$ cat src/rtl/machine_trap_ctrl.sv
// Machine-mode trap controller and sparse CSR bank: run/trap/flush sequencing, interrupt priority, handler redirect.
// Define TRAP_VECTORED_EN to make mtvec[0] writable and enable vectored handler addresses.
module machine_trap_ctrl #(
    parameter int XLEN    = 32,
    parameter int NUM_IRQ = 4,
    parameter int DEBUG   = 0
) (
    input  logic               clk,
    input  logic               reset,
    input  logic               start_program,
    input  logic               reset_request,
    input  logic               all_ready,
    input  logic               end_condition,
    input  logic               timer_timeout,
    input  logic [NUM_IRQ-1:0] irq_lines_i,
    input  logic               ready_for_irq_handler,
    input  logic               mret_inst,
    input  logic [XLEN-1:0]    pc_stage_2,
    input  logic [XLEN-1:0]    nextPC_o,
    input  logic               change_PC_condition_for_jump_or_branch,
    input  logic               write_csr,
    input  logic [11:0]        csrReg_write_dest_reg,
    input  logic [XLEN-1:0]    csrReg_write_dest_reg_data,
    input  logic [11:0]        csrReg_read_src_reg,
    output logic [XLEN-1:0]    csrReg_read_src_reg_data,
    output logic               enable_design,
    output logic               irq_prep,
    output logic               flush_o,
    output logic               program_finished,
    output logic [XLEN-1:0]    trap_pc_o,
    output logic [XLEN-1:0]    mepc_o,
    output logic [2:0]         state_o
);

    localparam logic [11:0] ADDR_MSTATUS = 12'h300;
    localparam logic [11:0] ADDR_MIE     = 12'h304;
    localparam logic [11:0] ADDR_MTVEC   = 12'h305;
    localparam logic [11:0] ADDR_MEPC    = 12'h341;
    localparam logic [11:0] ADDR_MCAUSE  = 12'h342;
    localparam logic [11:0] ADDR_MIP     = 12'h344;

    typedef enum logic [2:0] {
        IDLE        = 3'd0,
        PROGRAM     = 3'd1,
        PARTIAL_IRQ = 3'd2,
        IRQ_HANDLE  = 3'd3,
        FLUSH       = 3'd4,
        DONE        = 3'd5
    } state_t;

    state_t             state;
    logic               mstatus_mie;
    logic               mstatus_mpie;
    logic               mie_mtie;
    logic [NUM_IRQ-1:0] mie_irq;
    logic [XLEN-1:0]    mtvec;
    logic [XLEN-1:0]    mepc;
    logic [XLEN-1:0]    mcause;
    logic [4:0]         cause_q;

    logic [XLEN-1:0]    mip_vec;
    logic [XLEN-1:0]    mie_vec;
    logic [XLEN-1:0]    mstatus_vec;
    logic [XLEN-1:0]    pend;
    logic [XLEN-1:0]    mepc_next;
    logic [XLEN-1:0]    trap_base;
    logic [4:0]         win_cause;
    logic               trap_req;

    always_comb begin
        mip_vec                  = '0;
        mip_vec[7]               = timer_timeout;
        mip_vec[16 +: NUM_IRQ]   = irq_lines_i;
        mie_vec                  = '0;
        mie_vec[7]               = mie_mtie;
        mie_vec[16 +: NUM_IRQ]   = mie_irq;
        mstatus_vec              = '0;
        mstatus_vec[3]           = mstatus_mie;
        mstatus_vec[7]           = mstatus_mpie;
        pend                     = mip_vec & mie_vec;
        trap_req                 = mstatus_mie & (|pend);
        // Scan downward so the lowest-index local line is the final winner; MTI is the fallback.
        win_cause = 5'd7;
        for (int i = NUM_IRQ - 1; i >= 0; i--) begin
            if (pend[16+i]) win_cause = 5'(16 + i);
        end
    end

    assign mepc_next = change_PC_condition_for_jump_or_branch ? nextPC_o : pc_stage_2 + XLEN'(4);

    always_comb begin
        csrReg_read_src_reg_data = '0;
        case (csrReg_read_src_reg)
            ADDR_MSTATUS: csrReg_read_src_reg_data = mstatus_vec;
            ADDR_MIE:     csrReg_read_src_reg_data = mie_vec;
            ADDR_MTVEC:   csrReg_read_src_reg_data = mtvec;
            ADDR_MEPC:    csrReg_read_src_reg_data = mepc;
            ADDR_MCAUSE:  csrReg_read_src_reg_data = mcause;
            ADDR_MIP:     csrReg_read_src_reg_data = mip_vec;
            default:      csrReg_read_src_reg_data = '0;
        endcase
        if (write_csr && csrReg_write_dest_reg == csrReg_read_src_reg) begin
            case (csrReg_read_src_reg)
                ADDR_MSTATUS, ADDR_MIE, ADDR_MTVEC, ADDR_MEPC, ADDR_MCAUSE:
                    csrReg_read_src_reg_data = csrReg_write_dest_reg_data;
                default: ;
            endcase
        end
    end

    // Software writes come first so same-cycle hardware trap/MRET updates take precedence.
    always_ff @(posedge clk) begin
        if (reset || state == FLUSH) begin
            state        <= (reset || all_ready) ? IDLE : FLUSH;
            mstatus_mie  <= 1'b0;
            mstatus_mpie <= 1'b0;
            mie_mtie     <= 1'b0;
            mie_irq      <= '0;
            mtvec        <= '0;
            mepc         <= '0;
            mcause       <= '0;
            cause_q      <= '0;
        end else begin
            if (write_csr) begin
                case (csrReg_write_dest_reg)
                    ADDR_MSTATUS: begin
                        mstatus_mie  <= csrReg_write_dest_reg_data[3];
                        mstatus_mpie <= csrReg_write_dest_reg_data[7];
                    end
                    ADDR_MIE: begin
                        mie_mtie <= csrReg_write_dest_reg_data[7];
                        mie_irq  <= csrReg_write_dest_reg_data[16 +: NUM_IRQ];
                    end
                    ADDR_MTVEC: begin
`ifdef TRAP_VECTORED_EN
                        mtvec <= {csrReg_write_dest_reg_data[XLEN-1:2], 1'b0,
                                  (csrReg_write_dest_reg_data[1:0] == 2'b01)};
`else
                        mtvec <= {csrReg_write_dest_reg_data[XLEN-1:2], 2'b00};
`endif
                    end
                    ADDR_MEPC:   mepc   <= csrReg_write_dest_reg_data & ~XLEN'(3);
                    ADDR_MCAUSE: mcause <= csrReg_write_dest_reg_data;
                    default: ;
                endcase
            end

            case (state)
                IDLE: if (start_program) state <= PROGRAM;
                PROGRAM: begin
                    if (reset_request) begin
                        state <= FLUSH;
                    end else if (trap_req) begin
                        state   <= PARTIAL_IRQ;
                        cause_q <= win_cause;
                    end else if (end_condition) begin
                        state <= DONE;
                    end
                end
                PARTIAL_IRQ: begin
                    if (reset_request) begin
                        state <= FLUSH;
                    end else if (ready_for_irq_handler) begin
                        mepc         <= mepc_next & ~XLEN'(3);
                        mcause       <= {1'b1, {(XLEN-6){1'b0}}, cause_q};
                        mstatus_mpie <= mstatus_mie;
                        mstatus_mie  <= 1'b0;
                        state        <= IRQ_HANDLE;
                    end
                end
                IRQ_HANDLE: begin
                    if (reset_request) begin
                        state <= FLUSH;
                    end else if (mret_inst) begin
                        mstatus_mie  <= mstatus_mpie;
                        mstatus_mpie <= 1'b1;
                        state        <= PROGRAM;
                    end
                end
                DONE: if (reset_request) state <= FLUSH;
                default: state <= IDLE;
            endcase
        end
    end

    assign trap_base = {mtvec[XLEN-1:2], 2'b00};
`ifdef TRAP_VECTORED_EN
    assign trap_pc_o = mtvec[0] ? trap_base + (XLEN'(cause_q) << 2) : trap_base;
`else
    assign trap_pc_o = trap_base;
`endif

    assign mepc_o           = mepc;
    assign state_o          = state;
    assign enable_design    = (state != IDLE);
    assign irq_prep         = (state == PARTIAL_IRQ);
    assign flush_o          = (state == FLUSH);
    assign program_finished = (state == DONE);

    generate
        if (DEBUG != 0) begin : g_debug
            always @(negedge clk) begin
                $write("mstatus=%h mie=%h mtvec=%h mepc=%h mcause=%h mip=%h\n",
                       mstatus_vec, mie_vec, mtvec, mepc, mcause, mip_vec);
            end
        end
    endgenerate

endmodule

$ cat config.mk
export PLATFORM = sky130hd
export DESIGN_NAME = machine_trap_ctrl
export DESIGN_NICKNAME = d
export VERILOG_FILES = /design/src/rtl/machine_trap_ctrl.sv
export SDC_FILE = /design/constraint.sdc
export NUM_CORES = 1
export LEC_CHECK = 0
export CAP_MARGIN = 30
export CELL_PAD_IN_SITES_DETAIL_PLACEMENT = 0
export CELL_PAD_IN_SITES_GLOBAL_PLACEMENT = 1
export CORE_MARGIN = 4
export CORE_UTILIZATION = 30
export CTS_BUF_LIST = sky130_fd_sc_hd__clkbuf_4 sky130_fd_sc_hd__clkbuf_8
export CTS_CLUSTER_SIZE = 28
export DETAILED_ROUTE_END_ITERATION = 8
export PLACE_DENSITY = 0.82
export SKIP_CTS_REPAIR_TIMING = 1
export SYNTH_ARGS = -nofsm -noshare
export SYNTH_HDL_FRONTEND = slang
export SYNTH_SLANG_ARGS = --single-unit
$ cat constraint.sdc
create_clock -name clk -period 2.1 [get_ports clk]
set_clock_uncertainty 0.2 [all_clocks]
set_input_delay 0.21 -clock clk [delete_from_list [all_inputs] [get_ports clk]]
set_output_delay 0.21 -clock clk [all_outputs]
set_load 0.05 [all_outputs]
# --- Yosys cells after proc, flatten, opt, wreduce, memory -nomap -nowiden ---
# Cells that the tools add are included.
classes:
  bitwise: 3
  n_reduce_logical: 11
  mul: 0
  n_div: 0
  magnitude_cmp: 0
  n_eq_ne: 22
  muxes: 44
  n_addsub: 1
  n_shift: 0
op_table:
  columns: ["op", "count"]
  rows:
  - ["two-way mux 32 bit", 13]
  - ["case mux 32 bit (6 select lines)", 1]
  - ["equality test 12 x 10 -> 1 bit, second input constant", 11]
  - ["two-way mux 3 bit", 11]
  - ["adder 32 x 3 -> 32 bit, second input constant", 1]
  - ["OR reduction 32 bit", 1]
  - ["bitwise AND 20 bit", 1]
  - ["two-way mux 5 bit", 4]
  - ["case mux 3 bit (5 select lines)", 1]
  - ["equality test 12 bit", 1]
  - ["two-way mux 1 bit", 12]
  - ["equality test 3 x 2 -> 1 bit, second input constant", 2]
  - ["equality test 3 bit, second input constant", 2]
  - ["!= test 5 bit, second input constant", 1]
  - ["AND reduction 5 bit", 1]
  - ["OR reduction 5 bit", 1]
  - ["!= test 4 x 3 -> 1 bit, second input constant", 1]
  - ["!= test 4 bit, second input constant", 1]
  - ["case mux 1 bit (2 select lines)", 2]
  - ["AND reduction 2 bit", 2]
  - ["equality test 3 x 1 -> 1 bit, second input constant", 1]
  - ["logical NOT 3 bit", 1]
  - ["!= test 3 x 2 -> 1 bit, second input constant", 1]
  - ["!= test 3 bit, second input constant", 1]
  - ["other kinds (6)", 7]
word_totals:
  memories: 0
  mem_bits_ro: 0
  elab_cells: 90
  register_bits: 109
  ramBits: 0
  latchBits: 0

# --- Longest topological paths before layout ---
logic_depth:
  ltp_word: 7
  mapped_depth: 8

# --- Least setup slack after synthesis ---
# No wires, ideal clock.
synth_timing:
  kind: "input port to output port"
  startpoint: "input port csrReg_read_src_reg[3]"
  endpoint: "output port csrReg_read_src_reg_data[7]"
  cell_stages: 7
  arrival_ns: 2.395
  slack_ns: -0.705
  t_required_ns: 1.690
  cell_sequence: "or4_1 buf_6 nor4_4 buf_4 a22o_1 a221oi_1 a31oi_1"
synth_between:
  elab_chain_len: 4
  elab_cells_between_ends: 12
  classes_between: "7 x eq/ne; 3 x mux; 2 x reduce/logical"
synth_lines:
  columns: ["item", "line_no", "rtl"]
  rows:
  - ["start, declared", "24", "input logic [11:0] csrReg_read_src_reg,"]
  - ["equality test 12 x 10 -> 1 bit, on equally long branches", "93, 103", null]
  - ["case mux 32 bit (6 select lines) or OR reduction 5 bit (tied branches)", "93, 103", null]
  - ["two-way mux 32 bit", "103", "case (csrReg_read_src_reg)"]
  - ["two-way mux 32 bit *", "102", "if (write_csr && csrReg_write_dest_reg == csrReg_read_src_reg) begin"]
  - ["end, declared", "25", "output logic [XLEN-1:0] csrReg_read_src_reg_data,"]
# Mark *: on every way between the ends. The rest lies on a longest branch, timed or not.

# --- Final worst setup path ---
layout_timing:
  startpoint: "input port csrReg_read_src_reg[7]"
  endpoint: "output port csrReg_read_src_reg_data[23]"
# The elaborated chain is that of the path after synthesis.

==> impl_metrics.env <==
export IMPL_placed_area_um2=10560
export IMPL_cp_start_kind="primary input"
export IMPL_via_per_inst=5.341
export IMPL_outcome="complete, but fails checks"
export IMPL_power_density_nw_per_um2=479.5
export IMPL_grt_antenna_before_repair=1
export IMPL_synth_area_um2=6426
export IMPL_crit_start="csrReg_read_src_reg[7]"
export IMPL_worstPathMaxFanout=8
export IMPL_layout_setup_ws_ns=-0.4977
export IMPL_r2r_end="mepc_o[18]"
export IMPL_whs_ns=0.2114
export IMPL_yosys_warnings=0
export IMPL_dp_hpwl_um=21040
export IMPL_met1Wirelength_um=12590
export IMPL_hold_start="nextPC_o[22]"
export IMPL_grt_pass1_vias=7170
export IMPL_reg2regPathDepth=8
export IMPL_areaGrowthSynthToFinish_pct=76.07
export IMPL_met2_length_um=12790
export IMPL_drt_initial_drc_count=687
export IMPL_synth_cells=784
export IMPL_clkSlewWorstSetupHoldPaths_ns=0.11
export IMPL_setup_worst_path_class="in2out"
export IMPL_postLayoutCoreUtil_pct=53.82
export IMPL_die_x_um=154.4
export IMPL_synth_async_sr_flop_share_pct=0
export IMPL_num_vias=7430
export IMPL_relSlewSlack_pct=50.76
export IMPL_rsz0062_at_grt="true"
export IMPL_crit_end="csrReg_read_src_reg_data[23]"
export IMPL_syn_avg_cell_area_um2=8.197
export IMPL_grt_pass1_wl_um=40920
export IMPL_end_kind="primary output"
export IMPL_gp_congestion=0.8290
export IMPL_synth_top_family_by_area="simple AND/OR/NAND/NOR gates"
export IMPL_fin_crit_sh_pct=123.7
export IMPL_synth_compound_area_share_pct=23.38
export IMPL_synthMuxAreaShare_pct=7.613
export IMPL_reg2reg_from="state_o[0]"
export IMPL_portBuffers=231
export IMPL_tightest_slew_ns=0.7386
export IMPL_cts_sinks=108
export IMPL_synth_adder_area_share_pct=0.1947
export IMPL_topRoutingLayerUsed="met5"
export IMPL_drv_cap=0
export IMPL_wl_met3_um=2091
export IMPL_fmax_mhz=385.0
export IMPL_grt_ovfl_total=0
export IMPL_min_period_ns=2.598
export IMPL_rrSetupSlack_ns=0.12
export IMPL_hold_class="in2reg"
export IMPL_hold_violations=0
export IMPL_synthXorXnorAreaFrac_pct=5.179
export IMPL_slew_viol_final=0
export IMPL_synth_flop_cell="dfxtp_1"
export IMPL_setup_viol=32
export IMPL_clock_latency_ns=0.39
export IMPL_grt_max_degree=33
export IMPL_synth_edf_count=3
export IMPL_tritoncts="built"
export IMPL_drc_errors=0
export IMPL_root_buffer="clkbuf_8"
export IMPL_worstPathRequired_ns=1.69
export IMPL_numCtsBuffers=9
export IMPL_wl_per_cell_um=20.18
export IMPL_leakagePower_nw=4.486
export IMPL_dr_pass1_iters=6
export IMPL_ys_seq_area_share_pct=34.11
export IMPL_pre_cts_ws_ns=-0.7629
export IMPL_rows=53
export IMPL_worstPathArrival_ns=2.19
export IMPL_ir_worst_vdd_mv=0.9006
export IMPL_synth_seq_cells=108
export IMPL_ant_nets=0
export IMPL_coreArea_um2=21020
export IMPL_failed_checks="negative setup slack"
export IMPL_gr_usage_all_layers_pct=21.52
export IMPL_initial_core_util_pct=30.57
export IMPL_synthSimpleGateAreaFrac_pct=23.50
export IMPL_ioPinCount=238
export IMPL_yosysUniqueCellTypes=69
export IMPL_fillers=1904
export IMPL_postRouteWirelength_um=28080
export IMPL_drive_gt1_share_pct=26.88
export IMPL_nNetsFinal=1247
export IMPL_htree_levels=3
export IMPL_max_clock_path_buffers=2
export IMPL_antennaDiodeCount=0
export IMPL_design_area_um2=11310
export IMPL_die_h_um=154.4
export IMPL_die_area_um2=23830
[worst max-delay path, cell delays in order]
cell	delay, ns
buf_6	0.09
or4_4	0.60
buf_6	0.16
nor4_4	0.31
buf_6	0.19
buf_12	0.13
a222oi_1	0.13
o2bb2ai_4	0.19
buf_8	0.16
[placed cells by master, fill, tap and decap left out, drive strengths merged, types with 5 or more instances in the layout]
cell	netlist	layout
a211oi	17	17
a21oi	79	79
a221o	5	5
a222oi	27	27
a31oi	8	8
and3	14	14
buf	28	186
clkbuf	37	18
clkdlybuf4s50	0	155
dfxtp	105	105
dlymetal6s2s	0	30
inv	9	13
mux2	15	15
mux2i	32	32
nand2	154	154
nand2b	6	6
nand3	17	17
nand4	15	15
nor2	35	35
nor2b	5	5
nor3	12	12
nor3b	5	5
nor4	13	13
o21ai	19	19
o221ai	6	6
o2bb2ai	26	26
xnor2	24	24
xor2	14	14
[sequential cells by signal, indices dropped and copies added, names as in the netlist]
register / flops
mstatus_mpie: 1
cause_q: 4
mcause: 32
mtvec: 30
mepc_o: 32
mstatus_mie: 1
mie_mtie: 1
state_o: 3
mie_irq: 4
[cell usage after synthesis (6+ instances only)]
| cell type | number | area, um2 |
|---|---|---|
| mux2i_1 | 32 | 320.3 |
| nand3_1 | 17 | 85.08 |
| xor2_1 | 14 | 122.6 |
| clkbuf_1 | 37 | 138.9 |
| inv_1 | 8 | 30.03 |
| dfxtp_1 | 105 | 2102 |
| nor2_1 | 34 | 127.6 |
| nand4_1 | 14 | 87.58 |
| o2bb2ai_1 | 26 | 227.7 |
| o221ai_1 | 6 | 52.55 |
| o21ai_0 | 19 | 95.09 |
| nor3_1 | 12 | 60.06 |
| a222oi_1 | 27 | 270.3 |
| and3_1 | 13 | 81.33 |
| a21oi_1 | 78 | 390.4 |
| mux2_2 | 14 | 157.7 |
| buf_6 | 10 | 112.6 |
| xnor2_1 | 24 | 210.2 |
| a31oi_1 | 8 | 50.05 |
| nor4_1 | 8 | 50.05 |
| a211oi_1 | 17 | 127.6 |
| buf_2 | 12 | 60.06 |
| nand2_1 | 154 | 578.1 |
[final cells by class]
| type | count | area (um2) | share of cell area, % |
|---|---|---|---|
| repair buffers | 380 | 4005 | 35.40 |
| inverters | 9 | 33.78 | 0.2986 |
| flip-flops and latches | 108 | 2192 | 19.37 |
| well taps | 275 | 344.1 | 3.041 |
| clock buffers | 9 | 123.9 | 1.095 |
| clock inverters | 7 | 66.31 | 0.5861 |
| multi-input cells | 603 | 4549 | 40.21 |
[cells by family after synthesis]
group	count (synthesis)
buffers and inverters	74
xor gates and xnor gates	38
muxes	47
adders and majority gates	1
AOI/OAI and AO/OA	214
other	1
and+or+nand+nor	301
DFF	108
[power by group]
part	internal, W	switching (W)
sequential	0.00213	0.0000649
clock	0.000464	0.000809
combinational	0.000846	0.00111
total	0.00344	0.00198
[how the worst min path moves through the flow]
stage	to	depth (start not counted)	slack, ns
2_1_floorplan	mepc_o[19]	2	0.13
3_3_place_gp	mcause[8]	2	0.24
3_5_place_dp	mcause[13]	2	0.24
4_1_cts	mepc_o[22]	3	0.19
5_1_grt	mepc_o[20]	2	0.20
6_report	mepc_o[22]	3	0.21
[per-layer routing]
layer  up-vias  GRT usage [%]
met5         -              0
met4         2          5.677
met3        40          4.589
met2       302          33.86
met1      3538          29.97
li1       3548              -
[per-stage QoR]
stage	total power, W	setup TNS [ns]	instances
after floorplan	0.003167	-6.491	785
after global placement	0.004122	-51.23	1354
after detailed placement	0.004129	-54.83	1354
after CTS	0.005407	-23.43	1370
after global routing	0.005686	-16.06	1391
final	0.005425	-14.32	1391
No activity file was read; power rests on OpenSTA's default activity.
